==> src/rtl/mips_ctrl_pkg.sv <==
// Shared definitions for the multicycle MIPS control path: opcodes, FSM states
// and the datapath mux/ALU control encodings.
package mips_ctrl_pkg;

   localparam logic [5:0] OP_RTYPE = 6'b000000;
   localparam logic [5:0] OP_LW    = 6'b100011;
   localparam logic [5:0] OP_SW    = 6'b101011;
   localparam logic [5:0] OP_BEQ   = 6'b000100;
   localparam logic [5:0] OP_BNE   = 6'b000101;
   localparam logic [5:0] OP_ADDI  = 6'b001000;
   localparam logic [5:0] OP_ORI   = 6'b001101;
   localparam logic [5:0] OP_J     = 6'b000010;

   typedef enum logic [3:0] {
      S_RST    = 4'd0,
      S_FETCH  = 4'd1,
      S_DECODE = 4'd2,
      S_MEMADR = 4'd3,
      S_MEMRD  = 4'd4,
      S_MEMWB  = 4'd5,
      S_MEMWR  = 4'd6,
      S_EXEC   = 4'd7,
      S_ALUWB  = 4'd8,
      S_BRANCH = 4'd9,
      S_IMMEX  = 4'd10,
      S_IMMWB  = 4'd11,
      S_JUMP   = 4'd12,
      S_TRAP   = 4'd13
   } ctrl_state_t;

   localparam logic [1:0] ALUOP_ADD   = 2'b00;
   localparam logic [1:0] ALUOP_SUB   = 2'b01;
   localparam logic [1:0] ALUOP_FUNCT = 2'b10;
   localparam logic [1:0] ALUOP_OR    = 2'b11;

   localparam logic [1:0] SRCB_B       = 2'b00;
   localparam logic [1:0] SRCB_FOUR    = 2'b01;
   localparam logic [1:0] SRCB_IMM     = 2'b10;
   localparam logic [1:0] SRCB_IMM_SH2 = 2'b11;

   localparam logic [1:0] PCSRC_ALU    = 2'b00;
   localparam logic [1:0] PCSRC_ALUOUT = 2'b01;
   localparam logic [1:0] PCSRC_JUMP   = 2'b10;

endpackage

==> src/rtl/mc_next_state.sv <==
// Combinational next-state function of the multicycle control FSM.
module mc_next_state
   import mips_ctrl_pkg::*;
#(
   parameter int OPW    = 6,
   parameter bit EXT_EN = 1'b1
) (
   input  ctrl_state_t    state,
   input  logic [OPW-1:0] op,
   input  logic           mem_ready,
   output ctrl_state_t    state_next
);

   // NOTE: a default assignment ahead of the case keeps this block free of latches.
   always_comb begin
      state_next = S_RST;
      case (state)
         S_RST:    state_next = S_FETCH;
         S_FETCH:  state_next = mem_ready ? S_DECODE : S_FETCH;
         S_DECODE: begin
            if (op == OP_LW || op == OP_SW)                   state_next = S_MEMADR;
            else if (op == OP_RTYPE)                          state_next = S_EXEC;
            else if (op == OP_BEQ || (EXT_EN && op == OP_BNE)) state_next = S_BRANCH;
            else if (op == OP_ADDI || (EXT_EN && op == OP_ORI)) state_next = S_IMMEX;
            else if (op == OP_J)                              state_next = S_JUMP;
            else                                              state_next = S_TRAP;
         end
         S_MEMADR: state_next = (op == OP_SW) ? S_MEMWR : S_MEMRD;
         S_MEMRD:  state_next = mem_ready ? S_MEMWB : S_MEMRD;
         S_MEMWB:  state_next = S_FETCH;
         S_MEMWR:  state_next = mem_ready ? S_FETCH : S_MEMWR;
         S_EXEC:   state_next = S_ALUWB;
         S_ALUWB:  state_next = S_FETCH;
         S_BRANCH: state_next = S_FETCH;
         S_IMMEX:  state_next = S_IMMWB;
         S_IMMWB:  state_next = S_FETCH;
         S_JUMP:   state_next = S_FETCH;
         S_TRAP:   state_next = S_TRAP;
         default:  state_next = S_RST;   // unused encodings recover through RST
      endcase
   end

endmodule

==> src/rtl/multicycle_maindec.sv <==
// Main control FSM of the multicycle MIPS datapath: state register plus
// Moore output decode, with mem_ready qualifying the memory-completion strobes.
module multicycle_maindec
   import mips_ctrl_pkg::*;
#(
   parameter int OPW    = 6,
   parameter int ALUOPW = 2,
   parameter bit EXT_EN = 1'b1
) (
   input  logic              clk,
   input  logic              reset_n,
   input  logic [OPW-1:0]    op,
   input  logic              mem_ready,
   output logic              mem_req,
   output logic              memwrite,
   output logic              iord,
   output logic              irwrite,
   output logic              pcwrite,
   output logic              branch,
   output logic              branch_ne,
   output logic              regwrite,
   output logic              regdst,
   output logic              memtoreg,
   output logic              alusrca,
   output logic [1:0]        alusrcb,
   output logic [1:0]        pcsrc,
   output logic [ALUOPW-1:0] aluop,
   output logic              illegal_op,
   output logic              retire,
   output logic [3:0]        state_o
);

   ctrl_state_t state, state_next;

   mc_next_state #(
      .OPW    (OPW),
      .EXT_EN (EXT_EN)
   ) u_next_state (
      .state      (state),
      .op         (op),
      .mem_ready  (mem_ready),
      .state_next (state_next)
   );

   // NOTE: state registers use non-blocking assignments so every flop samples pre-edge values.
   always_ff @(posedge clk or negedge reset_n) begin
      if (!reset_n) state <= S_RST;
      else          state <= state_next;
   end

   assign state_o = state;

   always_comb begin
      mem_req    = 1'b0;
      memwrite   = 1'b0;
      iord       = 1'b0;
      irwrite    = 1'b0;
      pcwrite    = 1'b0;
      branch     = 1'b0;
      branch_ne  = 1'b0;
      regwrite   = 1'b0;
      regdst     = 1'b0;
      memtoreg   = 1'b0;
      alusrca    = 1'b0;
      alusrcb    = SRCB_B;
      pcsrc      = PCSRC_ALU;
      aluop      = ALUOPW'(ALUOP_ADD);
      illegal_op = 1'b0;
      retire     = 1'b0;
      case (state)
         S_FETCH: begin
            mem_req = 1'b1;
            alusrcb = SRCB_FOUR;
            irwrite = mem_ready;
            pcwrite = mem_ready;
         end
         S_DECODE: alusrcb = SRCB_IMM_SH2;
         S_MEMADR: begin
            alusrca = 1'b1;
            alusrcb = SRCB_IMM;
         end
         S_MEMRD: begin
            mem_req = 1'b1;
            iord    = 1'b1;
         end
         S_MEMWB: begin
            regwrite = 1'b1;
            memtoreg = 1'b1;
            retire   = 1'b1;
         end
         S_MEMWR: begin
            mem_req  = 1'b1;
            memwrite = 1'b1;
            iord     = 1'b1;
            retire   = mem_ready;   // the store completes when memory accepts it
         end
         S_EXEC: begin
            alusrca = 1'b1;
            aluop   = ALUOPW'(ALUOP_FUNCT);
         end
         S_ALUWB: begin
            regwrite = 1'b1;
            regdst   = 1'b1;
            retire   = 1'b1;
         end
         S_BRANCH: begin
            alusrca   = 1'b1;
            aluop     = ALUOPW'(ALUOP_SUB);
            pcsrc     = PCSRC_ALUOUT;
            branch    = (op == OP_BEQ);
            branch_ne = EXT_EN && (op == OP_BNE);
            retire    = 1'b1;
         end
         S_IMMEX: begin
            alusrca = 1'b1;
            alusrcb = SRCB_IMM;
            aluop   = (EXT_EN && op == OP_ORI) ? ALUOPW'(ALUOP_OR) : ALUOPW'(ALUOP_ADD);
         end
         S_IMMWB: begin
            regwrite = 1'b1;
            retire   = 1'b1;
         end
         S_JUMP: begin
            pcsrc   = PCSRC_JUMP;
            pcwrite = 1'b1;
            retire  = 1'b1;
         end
         S_TRAP:  illegal_op = 1'b1;
         default: ;
      endcase
   end

endmodule

==> config.mk <==
export PLATFORM = sky130hd
export DESIGN_NAME = multicycle_maindec
export DESIGN_NICKNAME = d
export VERILOG_FILES = /design/src/rtl/mips_ctrl_pkg.sv /design/src/rtl/mc_next_state.sv /design/src/rtl/multicycle_maindec.sv
export SDC_FILE = /design/constraint.sdc
export NUM_CORES = 1
export LEC_CHECK = 0
export ABC_CLOCK_PERIOD_IN_PS = 1900
export CAP_MARGIN = 10
export CORE_UTILIZATION = 40
export CTS_CLUSTER_SIZE = 14
export DETAILED_ROUTE_END_ITERATION = 6
export GPL_TIMING_DRIVEN = 0
export PLACE_DENSITY_LB_ADDON = 0.1
export SLEW_MARGIN = 20
export SYNTH_ARGS = -nofsm -noshare
export SYNTH_HDL_FRONTEND = slang
export SYNTH_HIERARCHICAL = 1
export SYNTH_SLANG_ARGS = --single-unit
export TNS_END_PERCENT = 30
==> constraint.sdc <==
create_clock -name clk -period 1.9 [get_ports clk]
set_input_delay 0.285 -clock clk [delete_from_list [all_inputs] [get_ports clk]]
set_output_delay 0.285 -clock clk [all_outputs]
set_load 0.03 [all_outputs]
==> impl_metrics.yaml <==
die:
  dieArea_um2: 1840
  core_um2: 1540
  rows: 14
  start_util: 0.434
  boundaryPins: 32
  fp.dieH_um: 42.9
  die_width_um: 42.9
global_routing:
  maximum_number_of_pins_on_one_net_before_global_route_repair: 11
  grt_overflow_total: 0
  grt_antenna_before_repair: 0
  grt.total_usage: 0.236
  first_pass_grt_wire_length_um: 3370
  via_count_of_the_first_global_routing_pass: 785
critical_path:
  worstReg2RegStart: "state_o[3]$_DFF_PN0_"
  type_of_the_setup_path_with_the_least_slack: "input pin to output pin"
  timing.critical_path.required_ns: 1.62
  crit_path_launch_type: "input pin"
  critical_path.max_fanout: 6
  timing.critical_path.arrival_ns: 1.68
  ff2ff_path_depth: 5
  timing.rr.end: "state_o[1]$_DFF_PN0_"
  worstSetupStartpoint: "op[1]"
  worst_setup_path_endpoint: "aluop[0]"
  critPathCaptureType: "output pin"
  regToRegSetupSlack_ns: 0.38
status:
  violations_in_the_final_reports: "setup timing"
  status: "finished with violations"
power_and_ir_drop:
  power-per-cell-area_nw_per_um2: 1710
  power_leakage_nw: 0.510
  totalPowerFinal_mw: 1.97
  vdd.ir_drop.worst_v: 0.000842
clock_network:
  ctsLongestPathBuffers: 2
  clockRootBuffer: "clkbuf_4"
  cts_sinks: 4
  tritoncts.num_buffers: 3
  cts_tree: "yes"
  h-tree-depth: 1
  clkSlewWorstSetupHoldPaths_ns: 0.04
  worst_skew_pair.late_latency_ns: 0.24
yosys:
  yosysWarningCount: 6
  synth.ff_latch_count: 4
  synthesis.area_um2: 669
  synthesis.nets: 107
  synth_cell_types: 40
  seq_area_frac_synth: 0.150
  synthesis.instances: 98
  synth.avg_cell_area_um2: 6.83
routing:
  dr.first_iter.drc_count: 18
  routed-via-count: 911
  wirelength_um: 2110
  viasPerCell: 5.84
  number_of_design_rule_violations_left_after_detail_routing: 0
  route.antenna.remaining_nets: 0
  1st_pass_router_iterations: 4
  avgRoutedWirePerCell_um: 13.5
final_layout:
  n_fill_cell: 122
  final-seq-area_um2: 105
  area_delta_synth_final_pct: 71.8
  diodes_inserted: 0
  leading_cell_type_in_the_layout_fill_and_taps_excluded: "nor2_1"
  drive_above_1_share: 0.407
  num-nets-final: 150
  multi_input_comb_area_um2: 614
  core_occupancy_in_the_finished_layout: 0.746
  design_area_um2: 1150
  largest_register_ff_count: 4
  mostFrequentLayoutCells: "nor2_1 (9), a21oi_1 (8), buf_4 (8), nand3_1 (7), buf_2 (7)"
placement:
  io_buffer_count: 31
  hpwl_um: 1480
  postPlaceCellArea_um2: 1080
  gp_congestion: 0.841
min_path:
  worst_hold_path_type: "input pin to async pin"
sta:
  tightest_slew_ns: 0.397
  min_period_over_period: 1.03
  report.final.slew_viol_count: 0
  clock.fmax_mhz: 510
  layout_setup_ws_ns: -0.0627
  grt_setup_unrepaired: "true"
  timing.final.setup_violations: 1
  timing_hold_violations_final: 0
  finalClockSkew_ns: 0.00366
  min_period_ns: 1.96
  maxSlewHeadroom: 0.728
job:
  timing.max_cap.violations: 0
worst min path at each step:
| stage | from | endpoint | depth (start not counted) |
|---|---|---|---|
| after floorplan | reset_n | state_o[0]$_DFF_PN0_ | 0 |
| after global placement | reset_n | state_o[1]$_DFF_PN0_ | 1 |
| after detailed placement | reset_n | state_o[1]$_DFF_PN0_ | 1 |
| after CTS | reset_n | state_o[3]$_DFF_PN0_ | 1 |
| after global routing | reset_n | state_o[0]$_DFF_PN0_ | 1 |
| final | reset_n | state_o[3]$_DFF_PN0_ | 1 |
power breakdown:
part | leakage (nW) | switching [mW] | internal (mW) | total (mW)
clock | 0.0150 | 0.0370 | 0.0790 | 0.116
sequential | 0.0456 | 0.0423 | 0.133 | 0.176
combinational | 0.449 | 1.01 | 0.670 | 1.68
total | 0.510 | 1.08 | 0.882 | 1.97
timing repair:
action / in CTS / in global routing
endpoints found under the setup margin: 19 / 10
hold buffers: 0 / 0
buffers inserted: 5 / 2
endpoints found under the hold margin: 0 / 0
gates resized for setup: 76 / 27
pin swaps: 2 / 1
gates cloned: 0 / 0
synthesized netlist by cell type, drive strengths merged:
cell type,n,area share
a2111oi,1,0.013
a31oi,2,0.019
or3,3,0.028
nand2,6,0.034
nor3,5,0.037
or2,2,0.022
and3,1,0.011
or4b,2,0.036
nor2,9,0.050
inv,4,0.022
buf,3,0.032
nand3,7,0.052
a21oi,9,0.067
nand4b,1,0.013
mux2,1,0.017
nor4,3,0.028
o22ai,3,0.028
mux2i,1,0.015
a21boi,1,0.011
xor2,1,0.013
dfrtp,4,0.15
nor3b,1,0.011
nand3b,2,0.022
a21bo,1,0.015
o221ai,2,0.036
nand2b,5,0.047
nor4bb,1,0.015
o31ai,1,0.011
a311o,1,0.015
clkbuf,4,0.022
nor2b,4,0.037
xnor2,2,0.026
nor4b,1,0.013
o21ai,4,0.030
through the flow:
step | TNS [ns] | std cells | hold WS, ns | worst slack [ns]
finish | -0.0627 | 156 | 0.244 | -0.0627
CTS | -0.247 | 154 | 0.240 | -0.173
floorplan | -0.115 | 98 | -0.0106 | -0.114
global placement | -6.31 | 145 | 0.494 | -1.02
global route | -0.218 | 156 | 0.257 | -0.0950
detailed placement | -6.75 | 145 | 0.496 | -1.01
worst max-delay path, cell delays in order:
cell             delay [ns]
clkdlybuf4s15_2        0.22
or4b_4                 0.51
or3_1                  0.37
a21oi_2                0.14
buf_6                  0.14
per-layer routing:
metal,up-vias,global-route usage,wire length (um)
met4,0,0.0750,6
met5,-,0,0
met2,33,0.412,1070
met1,428,0.297,927
li1,448,-,-
met3,2,0.0255,97
cells by family (layout without fill, tap and decap cells):
kind of cell	Yosys count	after routing	synth area share
simple gates	53	53	0.458
compound gates	25	25	0.245
buf+inv	11	53	0.0766
flops	4	4	0.150
xor+xnor	3	3	0.0393
mux	2	2	0.0318
area by class of cell:
type                            instances  share of cell area
Multi-Input combinational cell         83               0.534
Timing Repair Buffer                   38               0.275
Sequential cell                         4              0.0914
Buffer                                  7              0.0457
Clock buffer                            4              0.0229
Tap cell                               16              0.0174
Inverter                                4              0.0131
Power figures use the tool's default switching activity.
